[config.mk]
export PLATFORM = sky130hd
export DESIGN_NAME = phase_error_detector
export DESIGN_NICKNAME = d
export VERILOG_FILES = /design/src/rtl/adpll_pkg.sv /design/src/rtl/edge_detector.sv /design/src/rtl/phase_error_detector.sv
export SDC_FILE = /design/constraint.sdc
export NUM_CORES = 1
export LEC_CHECK = 0
export BUFFER_PORTS_ARGS = -buffer_cell sky130_fd_sc_hd__buf_4
export CAP_MARGIN = 15
export CORE_MARGIN = 4
export CORE_UTILIZATION = 30
export DETAILED_ROUTE_END_ITERATION = 7
export GPL_TIMING_DRIVEN = 0
export HOLD_SLACK_MARGIN = 0.03
export SLEW_MARGIN = 15
export SYNTH_ARGS = -nofsm -noshare
export SYNTH_HDL_FRONTEND = slang
export SYNTH_HIERARCHICAL = 1
export SYNTH_SLANG_ARGS = --single-unit
export TNS_END_PERCENT = 20
[constraint.sdc]
create_clock -name fpga_clk_i -period 3 [get_ports fpga_clk_i]
set_clock_uncertainty 0.15 [all_clocks]
set_input_delay 0.15 -clock fpga_clk_i [delete_from_list [all_inputs] [get_ports fpga_clk_i]]
set_output_delay 0.15 -clock fpga_clk_i [all_outputs]
set_load 0.02 [all_outputs]
[src/rtl/adpll_pkg.sv]
// Shared encodings and helpers for the ADPLL phase/frequency detector.
package adpll_pkg;

    // One-hot measurement states.
    typedef enum logic [2:0] {
        WAITING   = 3'b001,
        REF_FIRST = 3'b010,
        GEN_FIRST = 3'b100
    } pd_state_t;

    // Report modes: full signed count, or sign only.
    localparam logic MODE_PROP = 1'b0;
    localparam logic MODE_BB   = 1'b1;

    // The largest count magnitude for a given error width.
    // The limit is symmetric, so the most negative code is never produced.
    function automatic logic [31:0] sat_limit(input int err_width);
        return (32'd1 << (err_width - 1)) - 32'd1;
    endfunction

endpackage

[src/rtl/edge_detector.sv]
// Rising-edge detector: one-cycle pulse when a level goes from low to high.
module edge_detector (
    input  logic fpga_clk_i,
    input  logic reset_i,
    input  logic level_i,
    output logic pulse_o
);

    logic level_q;

    // Remember last cycle's level so that a rise can be spotted.
    always_ff @(posedge fpga_clk_i or posedge reset_i) begin
        if (reset_i) begin
            level_q <= 1'b0;
        end else begin
            level_q <= level_i;
        end
    end

    assign pulse_o = level_i & ~level_q;

endmodule

[src/rtl/phase_error_detector.sv]
// Phase/frequency detector for the ADPLL loop: measures the distance in
// clock cycles between reference and generated rising edges and reports it
// as a signed, saturating error word with slip and saturation flags.
module phase_error_detector
    import adpll_pkg::*;
#(
    parameter int ERR_WIDTH         = 16,
    parameter bit BANG_BANG_DEFAULT = 1'b0
) (
    input  logic                        fpga_clk_i,
    input  logic                        reset_i,
    input  logic                        enable_i,
    input  logic                        mode_i,
    input  logic                        reference_synced_i,
    input  logic                        generated_synced_i,
    output logic signed [ERR_WIDTH-1:0] phase_error_o,
    output logic                        error_valid_o,
    output logic                        slip_o,
    output logic                        saturated_o
);

    localparam int CNT_W = ERR_WIDTH - 1;
    localparam logic [CNT_W-1:0] COUNT_MAX = CNT_W'(sat_limit(ERR_WIDTH));
    localparam logic [CNT_W-1:0] COUNT_ONE = CNT_W'(1);

    logic                        ref_pulse;
    logic                        gen_pulse;
    pd_state_t                   state_q;
    logic [CNT_W-1:0]            count_q;
    logic [CNT_W-1:0]            count_inc;
    logic                        count_at_max;
    logic signed [ERR_WIDTH-1:0] pos_err;
    logic signed [ERR_WIDTH-1:0] neg_err;
    logic signed [ERR_WIDTH-1:0] err_q;
    logic                        report_mode_q;

    // Edge history keeps running regardless of enable, so re-enabling never
    // produces a pulse from a level that was already high.
    edge_detector u_ref_edge (
        .fpga_clk_i (fpga_clk_i),
        .reset_i    (reset_i),
        .level_i    (reference_synced_i),
        .pulse_o    (ref_pulse)
    );

    edge_detector u_gen_edge (
        .fpga_clk_i (fpga_clk_i),
        .reset_i    (reset_i),
        .level_i    (generated_synced_i),
        .pulse_o    (gen_pulse)
    );

    assign count_at_max = (count_q == COUNT_MAX);
    assign count_inc    = count_at_max ? count_q : count_q + COUNT_ONE;
    assign pos_err      = $signed({1'b0, count_q});
    assign neg_err      = -pos_err;

    // Measurement FSM: opens on the first edge, closes on the other input's
    // edge (or on a repeated leading edge, flagged as a slip) and registers
    // the report; a closing edge may also open the next measurement.
    always_ff @(posedge fpga_clk_i or posedge reset_i) begin
        if (reset_i) begin
            state_q       <= WAITING;
            count_q       <= '0;
            err_q         <= '0;
            error_valid_o <= 1'b0;
            slip_o        <= 1'b0;
            saturated_o   <= 1'b0;
            report_mode_q <= BANG_BANG_DEFAULT;
        end else begin
            error_valid_o <= 1'b0;
            if (!enable_i) begin
                state_q <= WAITING;
                count_q <= '0;
            end else begin
                case (state_q)
                    WAITING: begin
                        if (ref_pulse && gen_pulse) begin
                            error_valid_o <= 1'b1;
                            err_q         <= '0;
                            slip_o        <= 1'b0;
                            saturated_o   <= 1'b0;
                            report_mode_q <= mode_i;
                        end else if (ref_pulse) begin
                            state_q <= REF_FIRST;
                            count_q <= COUNT_ONE;
                        end else if (gen_pulse) begin
                            state_q <= GEN_FIRST;
                            count_q <= COUNT_ONE;
                        end
                    end
                    REF_FIRST: begin
                        if (ref_pulse || gen_pulse) begin
                            error_valid_o <= 1'b1;
                            err_q         <= pos_err;
                            slip_o        <= ~gen_pulse;
                            saturated_o   <= count_at_max;
                            report_mode_q <= mode_i;
                            state_q       <= ref_pulse ? REF_FIRST : WAITING;
                            count_q       <= ref_pulse ? COUNT_ONE : '0;
                        end else begin
                            count_q <= count_inc;
                        end
                    end
                    GEN_FIRST: begin
                        if (ref_pulse || gen_pulse) begin
                            error_valid_o <= 1'b1;
                            err_q         <= neg_err;
                            slip_o        <= ~ref_pulse;
                            saturated_o   <= count_at_max;
                            report_mode_q <= mode_i;
                            state_q       <= gen_pulse ? GEN_FIRST : WAITING;
                            count_q       <= gen_pulse ? COUNT_ONE : '0;
                        end else begin
                            count_q <= count_inc;
                        end
                    end
                    default: begin
                        state_q <= WAITING;
                        count_q <= '0;
                    end
                endcase
            end
        end
    end

    // Present the stored error either in full or reduced to its sign,
    // according to the mode captured with the report.
    always_comb begin
        if (report_mode_q == MODE_PROP) begin
            phase_error_o = err_q;
        end else if (err_q == '0) begin
            phase_error_o = '0;
        end else if (err_q[ERR_WIDTH-1]) begin
            phase_error_o = '1;
        end else begin
            phase_error_o = ERR_WIDTH'(1);
        end
    end

endmodule

==> out/results.tsv <==
metric	value	unit
status	complete, no violations	
drive_gt1_frac	0.178	
synthCells	311	
endpoint	count_q[6]	
clock_path_buffers	2	
worst-r2r-cell-count	7	
via_count_of_the_first_global_routing_pass	2357	
die_height	102	um
cts_bufs_inserted	5	
crit_type	in -> reg	
final_net_count	356	
clock_power_share	0.264	
post-route-drc-count	0	
chipWidth	102	um
timing.fmax	360	MHz
fin_util	0.372	
p_total	1.67	mW
data_arrival_time_of_the_critical_path	2.80	ns
numPortBuffers	24	
power_switching	576	uW
crit_required	3.02	ns
clock_latency	0.30	ns
yosys_warning_total	6	
worst-slew-pin-transition	0.832	ns
detail_route.first_pass.iterations	5	
worst_flop_to_flop_path_startpoint	u_gen_edge/level_q	
mostFrequentLayoutCell	sky130_fd_sc_hd__dfrtp_1	
antenna_found_initial	0	
power_switching_share	0.346	
min-delay-path-class	in -> async	
post-cts-setup-buffer-count	0	
post_drt_wl_per_cell	14.1	um
post_synth.cell_area_avg	8.45	um2
critical-path-slowest-cell	sky130_fd_sc_hd__a311oi_1	
grt_start_max_net_pins	35	
synth_async_sr_flop_share	1.00	
yosys-top-cells-area	sky130_fd_sc_hd__dfrtp_1 (37%), sky130_fd_sc_hd__nor2_1 (4.9%), sky130_fd_sc_hd__o21ai_0 (4.4%)	
fillers	858	
dp_worst_setup_slack	0.383	ns
grt-ovfl-total	0	
postSynthRegisterBits	40	
dr_total_vias	2423	
post_synth_num_cell_types	59	
power.ir.vdd_worst	0.177	mV
final.setup.tns	0	ns
number_of_hold_violations_in_the_final_report	0	
worst_setup_path_startpoint	generated_synced_i	
post_dp_cell_area	2960	um2
grt_use_total	0.132	
power.internal	1.09	mW
final-setup-viol-count	0	
rows	33	
reg2reg_to	count_q[6]	
max_cap_viol_count	0	
synth_top_cell_by_area	sky130_fd_sc_hd__dfrtp_1	
timing.critical_path.slowest_cell_delay	0.72	ns
timing.critical_path.cells	dlygate4sd3_1 -> buf_4 -> nor2b_4 -> buf_2 -> xnor2_1 -> and2_1 -> a311oi_1 -> clkbuf_1 -> nor2_1	
fin_crit	2.78	ns
setup_slack	0.219	ns
drtIter0Drc	137	
met3WireLength	316	um
initial_utilization	0.314	
cts_sinks	40	
routedLengthMet1	2910	um
ant_nets	0	
design_area	3120	um2
htreeDepth	2	
tritoncts	built	
syn2layout_area_growth	18.8	%
n_antenna_cell	0	
static-leakage-power	1.37	nW
mappedNetlistArea	2630	um2
combinationalPowerShare	0.324	
period_share	0.927	
worst-path-max-fanout	10	
synth.top_cell.area_share	0.371	
critical_path.endpoint_type	register	
routabilityCongestion	0.845	
cts.root.buffer_cell	sky130_fd_sc_hd__clkbuf_8	
syn_nets	319	
avgViaCountPerCell	5.34	
grt_pass1_wl	11000	um
slew_viol_final	0	
synth.yosys.seq_area_share	0.381	
core-area	8380	um2
wire_length_on_met2	3060	um
cts.clk_slew.worst_paths	0.08	ns
slew_headroom	0.442	
fp.dieArea	10300	um2
reg2reg_slack	0.36	ns
top_layer	met4	
cellPowerDensity	533	nW/um2
final_cell_mix	sky130_fd_sc_hd__dfrtp_1 (39), sky130_fd_sc_hd__nor2_1 (34), sky130_fd_sc_hd__nand2_1 (30), sky130_fd_sc_hd__buf_4 (25), sky130_fd_sc_hd__o21ai_0 (23)	
number_of_enable_flip_flop_cells_after_synthesis	0	
setup_crit_start_kind	input pin	
rsz0062_at_grt	no	
multi_input_area	1340	um2
dp.final_hpwl	4780	um
synth_ff_type	sky130_fd_sc_hd__dfrtp_1	
drt-total-wl	6420	um
seq_power_share	0.413	
ios	25	
final-seq-area	1000	um2
## sequential cells by signal (all words and copies together), names as in the netlist
name                cells
slip_o                  1
state_q                 3
error_valid_o           1
saturated_o             1
report_mode_q           1
u_gen_edge/level_q      1
count_q                15
err_q                  16
u_ref_edge/level_q      1
## cells in the mapped netlist (3+ instances only)
| master | n |
|---|---|
| sky130_fd_sc_hd__dfrtp_1 | 39 |
| sky130_fd_sc_hd__nor2_1 | 34 |
| sky130_fd_sc_hd__nor3b_1 | 5 |
| sky130_fd_sc_hd__a21oi_1 | 15 |
| sky130_fd_sc_hd__clkbuf_8 | 4 |
| sky130_fd_sc_hd__a31oi_1 | 6 |
| sky130_fd_sc_hd__clkbuf_1 | 11 |
| sky130_fd_sc_hd__o31ai_1 | 5 |
| sky130_fd_sc_hd__o21ai_0 | 23 |
| sky130_fd_sc_hd__a311oi_1 | 4 |
| sky130_fd_sc_hd__nand3_1 | 9 |
| sky130_fd_sc_hd__xnor2_1 | 8 |
| sky130_fd_sc_hd__xor2_1 | 4 |
| sky130_fd_sc_hd__nand2b_1 | 3 |
| sky130_fd_sc_hd__nand2_1 | 30 |
| sky130_fd_sc_hd__buf_2 | 6 |
| sky130_fd_sc_hd__buf_6 | 4 |
| sky130_fd_sc_hd__inv_1 | 23 |
| sky130_fd_sc_hd__nor4_1 | 7 |
| sky130_fd_sc_hd__nand4_1 | 5 |
| sky130_fd_sc_hd__a211oi_1 | 8 |
| sky130_fd_sc_hd__nor3_1 | 6 |
## layer usage
| metal | up-vias | track usage |
|---|---|---|
| met5 | - | 0 |
| met1 | 1159 | 0.172 |
| met3 | 11 | 0.0207 |
| met2 | 76 | 0.216 |
| met4 | 0 | 0.0583 |
| li1 | 1177 | - |
## worst min path at each step
stage,cells past startpoint,slack [ns],end
3_3_place_gp,2,-0.14,u_ref_edge/level_q
2_1_floorplan,1,-0.27,u_gen_edge/level_q
4_1_cts,3,0.1,u_ref_edge/level_q
5_1_grt,3,0.14,u_gen_edge/level_q
3_5_place_dp,2,-0.13,u_ref_edge/level_q
6_report,3,0.12,u_ref_edge/level_q
## cell type report
type	count	area share
Multi-Input combinational cell	220	0.430
Sequential cell	40	0.321
Timing Repair Buffer	30	0.0802
Buffer	28	0.0637
Tap cell	105	0.0421
Inverter	23	0.0277
Clock buffer	5	0.0220
Clock inverter	3	0.0136
## power by group through the flow
stage / logic [mW] / clock network (mW) / registers (mW)
after CTS: 0.544 / 0.457 / 0.688
after detailed placement: 0.539 / 0 / 0.700
final: 0.539 / 0.439 / 0.687
after global placement: 0.528 / 0 / 0.694
after floorplan: 0.338 / 0 / 0.682
after global routing: 0.597 / 0.479 / 0.699
## logic make-up after synthesis
family	count (synthesis)	synth area share
XOR/XNOR	12	0.0400
AO/OA/AOI/OAI	78	0.191
flip-flops	40	0.381
multiplexers	1	0.00381
adder cells (fa/ha/maj)	2	0.00952
buffers and inverters	51	0.109
AND/OR/NAND/NOR	127	0.266
## worst max-delay path, delay by kind of cell
family / cells / cell delay (ns)
AND/OR/NAND/NOR: 3 / 0.45
buffers and inverters: 4 / 1.26
XOR/XNOR: 1 / 0.21
AO/OA/AOI/OAI: 1 / 0.72
## per-stage QoR
step	hold slack, ns	instances
global route	0.144	454
CTS	0.0987	454
global placement	-0.141	440
detailed placement	-0.134	441
finish	0.118	454
floorplan	-0.271	311
## timing repair
action / 4_1_cts / 5_1_grt
hold buffers: 5 / 0
hold endpoints to repair: 45 / 0
gates resized for setup: 0 / 0
Note: power is estimated with default switching activity, not from simulation.
